`src/rtl/seq_det_param.sv`:
```
// -----------------------------------------------------------------------------
// seq_det_param
//
// Parametrised serial bit-sequence detector. Bits arrive MSB-of-pattern first
// on din; every accepted bit advances a KMP-style state machine whose
// next-state table is built at elaboration. A completed pattern raises a
// one-cycle match pulse (combinational or registered), bumps a saturating
// match counter, and the current number of matched prefix bits is exposed on
// progress.
//
// All registers update on the FALLING edge of clk; rst_n is asynchronous and
// active low.
//
// Parameters
//   PAT_LEN   pattern length in bits (2..16)
//   PATTERN   pattern; bit PAT_LEN-1 is compared with the first received bit
//   OVERLAP   1: matches may share bits, 0: search restarts after a match
//   REG_OUT   0: match is combinational (Mealy), 1: match registered (+1 cycle)
//   CNT_W     width of match_cnt
//
// Ports
//   clk        in   clock (falling-edge active)
//   rst_n      in   asynchronous active-low reset
//   en         in   1: din accepted this cycle, 0: all state holds
//   din        in   serial data bit
//   clr_cnt    in   synchronous clear of match_cnt (wins over an increment)
//   match      out  one pulse per detected pattern
//   match_cnt  out  saturating match count
//   progress   out  number of pattern bits currently matched
// -----------------------------------------------------------------------------
module seq_det_param #(
    parameter int unsigned          PAT_LEN = 5,
    parameter logic [PAT_LEN-1:0]   PATTERN = 5'b10010,
    parameter bit                   OVERLAP = 1'b1,
    parameter bit                   REG_OUT = 1'b0,
    parameter int unsigned          CNT_W   = 8,
    localparam int unsigned         PROG_W  = (PAT_LEN > 1) ? $clog2(PAT_LEN) : 1
) (
    input  logic              clk,
    input  logic              rst_n,
    input  logic              en,
    input  logic              din,
    input  logic              clr_cnt,
    output logic              match,
    output logic [CNT_W-1:0]  match_cnt,
    output logic [PROG_W-1:0] progress
);

    // -------------------------------------------------------------------------
    // Elaboration-time checks
    // -------------------------------------------------------------------------
    if (PAT_LEN < 2 || PAT_LEN > 16) begin : g_bad_len
        $error("seq_det_param: PAT_LEN must be in 2..16");
    end

    // -------------------------------------------------------------------------
    // Next-state function, evaluated only with constant arguments.
    // The accepted history in state s is the first s pattern bits; appending
    // b gives a string of length s+1. The next state is the longest pattern
    // prefix (shorter than the whole pattern) that is also a suffix of it.
    // On a full match this yields the longest proper border, which is the
    // overlap restart point; non-overlap mode forces 0 instead.
    // -------------------------------------------------------------------------
    function automatic logic [PROG_W-1:0] kmp_next(input int s, input logic b);
        int   len;
        int   best;
        int   pos;
        logic ok;
        logic seq_bit;
        len  = s + 1;
        best = 0;
        for (int k = 1; k <= len; k++) begin
            if (k < int'(PAT_LEN)) begin
                ok = 1'b1;
                for (int i = 0; i < k; i++) begin
                    pos     = len - k + i;
                    seq_bit = (pos < s) ? PATTERN[int'(PAT_LEN) - 1 - pos] : b;
                    if (seq_bit != PATTERN[int'(PAT_LEN) - 1 - i]) begin
                        ok = 1'b0;
                    end
                end
                if (ok) begin
                    best = k;
                end
            end
        end
        if (!OVERLAP && (s == int'(PAT_LEN) - 1) && (b == PATTERN[0])) begin
            best = 0;
        end
        return PROG_W'(best);
    endfunction

    // Constant lookup tables, one entry per state for each value of din.
    logic [PROG_W-1:0] next_on0 [PAT_LEN];
    logic [PROG_W-1:0] next_on1 [PAT_LEN];

    for (genvar g = 0; g < PAT_LEN; g++) begin : g_next
        localparam logic [PROG_W-1:0] NEXT_ON0 = kmp_next(g, 1'b0);
        localparam logic [PROG_W-1:0] NEXT_ON1 = kmp_next(g, 1'b1);
        assign next_on0[g] = NEXT_ON0;
        assign next_on1[g] = NEXT_ON1;
    end

    // -------------------------------------------------------------------------
    // State machine
    // -------------------------------------------------------------------------
    logic [PROG_W-1:0] state_q, state_d;
    logic [CNT_W-1:0]  cnt_q, cnt_d;
    logic              at_last;
    logic              hit;

    always_comb begin
        at_last = (state_q == PROG_W'(PAT_LEN - 1));
        // rst_n gating keeps the Mealy output quiet for the whole reset window.
        hit     = en & rst_n & at_last & (din == PATTERN[0]);

        state_d = state_q;
        if (en) begin
            state_d = din ? next_on1[state_q] : next_on0[state_q];
        end

        cnt_d = cnt_q;
        if (clr_cnt) begin
            cnt_d = '0;
        end else if (hit && (cnt_q != {CNT_W{1'b1}})) begin
            cnt_d = cnt_q + CNT_W'(1);
        end
    end

    always_ff @(negedge clk or negedge rst_n) begin
        if (!rst_n) begin
            state_q <= '0;
            cnt_q   <= '0;
        end else begin
            state_q <= state_d;
            cnt_q   <= cnt_d;
        end
    end

    // -------------------------------------------------------------------------
    // Outputs
    // -------------------------------------------------------------------------
    if (REG_OUT) begin : g_reg_out
        logic match_q;

        // Holds while en is low so a pending pulse is not lost on a stall.
        always_ff @(negedge clk or negedge rst_n) begin
            if (!rst_n) begin
                match_q <= 1'b0;
            end else if (en) begin
                match_q <= hit;
            end
        end

        assign match = match_q;
    end else begin : g_comb_out
        assign match = hit;
    end

    assign match_cnt = cnt_q;
    assign progress  = state_q;

endmodule
```
`config.mk`:
```
export PLATFORM = sky130hd
export DESIGN_NAME = seq_det_param
export DESIGN_NICKNAME = d
export VERILOG_FILES = /design/src/rtl/seq_det_param.sv
export SDC_FILE = /design/constraint.sdc
export NUM_CORES = 1
export LEC_CHECK = 0
export ABC_AREA = 1
export BUFFER_PORTS_ARGS = -buffer_cell sky130_fd_sc_hd__clkbuf_2
export CORE_AREA = 5 5 53 55
export CTS_CLUSTER_DIAMETER = 60
export DETAILED_ROUTE_END_ITERATION = 7
export DIE_AREA = 0 0 58 60
export GPL_ROUTABILITY_DRIVEN = 0
export SETUP_SLACK_MARGIN = 0.05
export SYNTH_ARGS = -nofsm -noshare
export SYNTH_HDL_FRONTEND = slang
export SYNTH_SLANG_ARGS = --single-unit
```
`constraint.sdc`:
```
create_clock -name clk -period 1.7 [get_ports clk]
set_clock_uncertainty 0.15 [all_clocks]
set_input_delay 0.255 -clock clk [delete_from_list [all_inputs] [get_ports clk]]
set_output_delay 0.255 -clock clk [all_outputs]
set_load 0.005 [all_outputs]
```
---- Yosys cells after proc, flatten, opt, wreduce, memory -nomap -nowiden ----
Memory sizes are Yosys's and may differ from the RTL's.
Index checks and enable logic that the tools add are counted.
storage, ports and cells
  memory bits (read-only) ................. 48
  register bits ........................... 11
  memories ................................ 2
  bits of input ports ..................... 5
operators by class
  bitwise operators ....................... 5
  magnitude comparators ................... 1
  reduce and logical (&&, ||, !) cells .... 2
  $add $sub $neg .......................... 1
  eq/ne operators ......................... 2
  mux-type cells .......................... 7
memories
  memory           words  width  read ports  clocked after memory_dff  wr ports  RTL line  RTL
  (no name shown)  8      3      1           0                         0         119       state_d = din ? next_on1[state_q] : next_on0[state_q];
  (no name shown)  8      3      1           0                         0         119
operators by type and width
  kind                   number
  $mux W8                2
  $mux W3                5
  $add A8 B1 Y8 const B  1
  $ne A8 B8 Y1 const B   1
  $ge A4 B4 Y1 const B   1
  $not A3 Y4             1
  $and A1 B1 Y1          3
  $eq A3 B3 Y1 const B   1
  $reduce_bool A2 Y1     1
  $logic_and A1 B1 Y1    1
  $not A1 Y1             1

---- Depth between registers and ports, before layout ----
Gate-level depths: netlist of run 1.
  word-level depth ........................ 6
  gate-level depth with buffers ........... 8
  depth with buffers taken out ............ 8

==> results of run 1 <==
state kept, by name (all words and copies together), names as in the netlist:
signal / flops
match_cnt: 8
progress: 3
critical path, stage by stage (launching register included):
cell and delay [ps]:
dfrtn_1 550, nand2_8 80, nor2_4 110, clkbuf_2 120
through the flow:
step / hold slack [ps] / utilization (%) / cell area [um2] / setup TNS (ps) / instances
after floorplan: 296 / - / 744 / -1950 / 89
after global placement: 378 / 44.7 / 1050 / -5610 / 158
after detailed placement: 411 / 44.7 / 1050 / -5940 / 158
after CTS: 414 / 56.8 / 1330 / -9370 / 176
after global routing: 455 / 57.9 / 1360 / -8690 / 177
final: 419 / 57.9 / 1360 / -7560 / 177
cells in the mapped netlist, drive strengths merged:
library cell and count:
xor2 1, ha 4, nand4 1, nand2 23, o211ai 1, a31oi 1, nand3b 1, nor3 1
nor2 14, o21ai 5, dfrtn 11, o21a 1, o21bai 1, inv 11, a21oi 1, nand3 12
cell type report:
type,instances,area share (%)
inverter,11,3.97
timing repair buffer,53,32.8
clock buffer,4,1.94
sequential,11,20.3
tap,30,2.77
multi-input combinational,68,38.2
power breakdown:
part / switching [uW] / internal, uW / total, uW
Sequential: 9.81 / 273 / 283
Combinational: 84.2 / 104 / 189
Clock: 97.6 / 90.8 / 188
Total: 192 / 469 / 660
cell usage in the layout, fill, tap and decap left out, types with 2 or more instances in the layout:
master,n
clkbuf_4,3
nand3_2,7
nand3_1,2
buf_2,4
inv_2,3
nand2_1,19
inv_1,7
nand2_2,2
nand2_8,3
o21ai_2,2
nor2_1,11
ha_1,3
buf_6,6
dfrtn_1,11
buf_12,2
nand3_4,3
nor2_4,2
clkbuf_2,8
clkbuf_8,2
o21ai_1,2
buf_4,30
cell families after synthesis:
kind of cell             after synthesis  share of synthesized area [%]
AND/OR/NAND/NOR                       52                           36.6
buffers and inverters                 11                           6.03
flip-flops                            11                           40.2
AO/OA/AOI/OAI                         10                           8.59
adder cells (fa/ha/maj)                4                           7.31
XOR/XNOR                               1                           1.28
timing repair:
action	CTS	global route
buffers inserted	15	6
hold buffers	0	0
gates cloned	1	0
endpoints found under the setup margin	23	22
pin swaps	3	8
resized for setup	27	12
final timing paths:
kind	end	slack [ps]	cells after the start
max in group asynchronous	progress[1]$_DFFE_NN0P_	700	2
worst max-delay path	match	-690	3
worst max register to register	match_cnt[6]$_DFFE_NN0P_	-230	11
worst min-delay path	match_cnt[0]$_DFFE_NN0P_	420	2
min in group asynchronous	match_cnt[3]$_DFFE_NN0P_	520	2
worst min register to register	match_cnt[0]$_DFFE_NN0P_	420	2
layer usage:
layer	vias up	global-route usage (%)
met1	388	16.3
met2	22	28.4
met3	6	2.59
met5	-	0
li1	411	-
met4	0	7.62
==> run metrics, run 1 <==
final hold viol count=0; RSZ-0062 raised after global routing=true; Area Overhead vs Synth=98.2%; Synth area leader=dfrtn_1; Final nets=157; PortBufs=16; Seq/Total Area, Yosys=40.2%; ant diodes=0; M1 wire length=868 um; VDD IR-drop max=0.000315 V; worst setup margin=-692 ps; Overall Power=660 uW; via/cell ratio=4.67; die area=3480 um2; crit-path max FO=2; Total Routing Usage GR=15.2%; core area=2340 um2; Overflow after GRT=0; RR Startpoint=match_cnt[1]$_DFFE_NN0P_; Synth warnings=0; CTS sink count=11; largest cells by area after synthesis=dfrtn_1 (40%), nand2_1 (12%), nand3_1 (8.0%), ha_1 (7.3%), inv_1 (6.0%); pre-CTS setup slack=-481 ps; Power Density=487 nW/um2; Root Buffer=clkbuf_4; post-synthesis average cell area=7.69 um2; slew at the pin with the worst max-slew slack=293 ps; die height=60 um; first-pass GRT wire length=3920 um; Mapped Cells=89; H-tree Lvls=1; failing checks=negative setup slack; max-slew violation count=0; synthesized flop and latch total=11; count of final setup violators=21; Routed Antenna Nets=0; Clock Path Buffers=2; Worst-Skew Late Latency=280 ps; DR top layer=met4; vias=827; Synth top area share=40.2%; Reg area=275 um2; starting density of the core=29.2%; met2 WL=1280 um; CP endpoint kind=output pin; Worst Setup SP=progress[2]$_DFFE_NN0P_; static leakage=0.000664 uW; Worst-path clk slew=60 ps; drt wl/cell=12.9 um; vias in the first global route=869; critical path arrival=1990 ps; worst setup path category=register to output pin; drt total wl=2290 um; IO Pins=17; type of origin of the critical path=register; detailed placer's ending HPWL=1500 um; Mapped Area=684 um2; die boundary width=58 um; TritonCTS clock tree=built; FILL cells=210; Worst Path Required=1290 ps; Syn Nets=98; area of the multi-input gates=518 um2; Synth cell types=22; share of cells above drive strength 1=55.8%; Max-slew headroom=80.4%; row count=18; met3 WL=94 um; status=finished, violations left; largest net degree at the start of global routing=12; CTS buffer count=3; post-route DRC violation count=0; DR pass1 iterations=4; HP Start=match_cnt[0]$_DFFE_NN0P_; drt first-iter violations=18; initial antenna violation count=0; HP Class=register to register; Max Cap Viol=0
(Power assumes the default switching activity.)
==> run 2: changes to the inputs <==
Settings changed: CORE_AREA 5 5 53 55 to 5 5 43 45, DIE_AREA 0 0 58 60 to 0 0 48 50, PLACE_DENSITY set to 0.74.
==> run 2 against run 1 <==
  * Worst setup slack worse by 13 ps
  * Via count is 1.1% higher
  * Utilization is 25 points higher
  * Critical path type unchanged
  * The run still ends with negative setup slack left
  * Cell area is 13% lower
==> run metrics, run 2 (same netlist as run 1, synthesis figures left out) <==
CP endpoint kind=output pin (unchanged); IO Pins=17 (unchanged); type of origin of the critical path=register (unchanged); Worst Path Required=1290 ps (about the same); die boundary width=48 um (was 58 um); RSZ-0062 raised after global routing=true (unchanged); ant diodes=0 (unchanged); Root Buffer=clkbuf_4 (unchanged); max-slew violation count=0 (unchanged); vias=836 (was 827); Max-slew headroom=83.4% (was 80.4%); Clock Path Buffers=2 (unchanged); core area=1440 um2 (was 2340 um2); Power Density=549 nW/um2 (was 487 nW/um2); Area Overhead vs Synth=73.1% (was 98.2%); die height=50 um (was 60 um); Min Hold Slack=398 ps (was 419 ps); Routed Antenna Nets=0 (unchanged); post-route DRC violation count=0 (unchanged); row count=14 (was 18); DR pass1 iterations=6 (was 4); max reg flops=8 (unchanged); critical path arrival=2000 ps (was 1990 ps); drt first-iter violations=25 (was 18); most common cell after layout, fill and taps aside=buf_4 (unchanged); die area=2400 um2 (was 3480 um2); starting density of the core=47.6% (was 29.2%); H-tree Lvls=1 (unchanged); share of cells above drive strength 1=51.1% (was 55.8%); status=finished, violations left (unchanged); Worst-path clk slew=60 ps (about the same); TritonCTS clock tree=built (unchanged); first-pass GRT wire length=3660 um (was 3920 um); static leakage=0.000607 uW (was 0.000664 uW); Max Cap Viol=0 (unchanged); VDD IR-drop max=0.000568 V (was 0.000315 V); detailed placer's ending HPWL=1410 um (was 1500 um); Overflow after GRT=0 (unchanged); commonest cells after routing, fill and taps aside=buf_4 (26), nand2_1 (20), nor2_1 (11), dfrtn_1 (11), clkbuf_2 (10) (was buf_4 (30), nand2_1 (19), nor2_1 (11), dfrtn_1 (11), clkbuf_2 (8)); Total Routing Usage GR=21.3% (was 15.2%); HP Class=register to register (unchanged); slew at the pin with the worst max-slew slack=247 ps (was 293 ps); vias in the first global route=852 (was 869); drt wl/cell=14.5 um (was 12.9 um); crit path cell chain=inv_2 -> ha_4 -> nand3_4 -> nor2_4 -> clkbuf_2 (was nand2_8 -> nor2_4 -> clkbuf_2); count of final setup violators=20 (was 21); Worst-Skew Late Latency=280 ps (about the same); area of the multi-input gates=465 um2 (was 518 um2); CP max-delay cell=dfrtn_1 (unchanged); Final nets=149 (was 157); Reg area=275 um2 (unchanged); worst setup margin=-705 ps (was -692 ps); Overall Power=650 uW (was 660 uW); FILL cells=92 (was 210); final hold viol count=0 (unchanged); failing checks=negative setup slack (unchanged); worst setup path category=register to output pin (unchanged); # hold bufs at CTS=0 (unchanged); PortBufs=16 (unchanged); CP max stage delay=440 ps (was 550 ps); CTS buffer count=3 (unchanged); largest net degree at the start of global routing=12 (unchanged); initial antenna violation count=0 (unchanged); via/cell ratio=5.39 (was 4.67); drt total wl=2250 um (was 2290 um); CTS sink count=11 (unchanged); crit-path max FO=2 (unchanged)
==> run 2: cell types whose count changed in the layout (fill, tap and decap cells not counted), moves of 2 or more <==
cell and delta:
buf_4 -4, buf_12 -2, buf_6 -2, clkbuf_2 +2
nand2_4 +2, nand2_8 -2, nand3_4 -2
==> run 2: path summary, 6_finish.rpt <==
path                       depth (start not counted)  slack, ps                     start                       end
max                                                5       -710   progress[0]$_DFFE_NN0P_                     match
max reg2reg                                        9        -40  match_cnt[0]$_DFFE_NN0P_  match_cnt[6]$_DFFE_NN0P_
min reg2reg                                        3        400  match_cnt[7]$_DFFE_NN0P_  match_cnt[7]$_DFFE_NN0P_
min                                                3        400  match_cnt[7]$_DFFE_NN0P_  match_cnt[7]$_DFFE_NN0P_
max in group asynchronous                          2        690                     rst_n  match_cnt[3]$_DFFE_NN0P_
min in group asynchronous                          2        530                     rst_n  match_cnt[6]$_DFFE_NN0P_
==> run 2: report_power, final <==
group	total [uW]	switching, uW	internal, uW	leakage, uW
clock network	189	98.4	90.9	0.0000150
logic	178	81.1	97.0	0.000443
registers	283	9.27	273	0.000149
total	650	189	461	0.000607
==> run 2: worst max-delay path: cells and delay by family (launching register included) <==
family        cells  cell delay [ps]
flops             1              440
buf+inv           2              170
fa+ha+maj         1              160
simple gates      2              100
==> run 2: metrics by stage <==
step                      cell area, um2  worst slack (ps)  setup TNS, ps  instances  util (%)
after detailed placement            1000              -485          -5980        142      69.8
after global routing                1180              -752          -7000        155      82.5
after CTS                           1150              -704          -6240        153      80.1
after floorplan                      744              -358          -1950         89         -
after global placement              1000              -438          -5580        142      69.8
final                               1180              -705          -6330        155      82.5
==> run 2: repair_timing <==
action	4_1_cts	5_1_grt
gates cloned	1	0
endpoints found under the setup margin	23	21
pin swaps	1	3
setup buffers	7	4
gates resized for setup	13	7
endpoints found under the hold margin	0	0
==> run 2: area by class of cell <==
cell class	count	share of cell area [%]
Multi-Input combinational cell	68	39.3
Tap cell	16	1.69
Sequential cell	11	23.2
Inverter	11	4.54
Clock buffer	4	2.22
Timing Repair Buffer	45	29.0
==> run 2: per-layer routing <==
layer	track usage, %	wire, um	vias up
li1	-	-	394
met1	23.0	782	393
met2	36.6	1250	41
met3	5.09	139	8
met4	10.3	72	0
met5	0	0	-
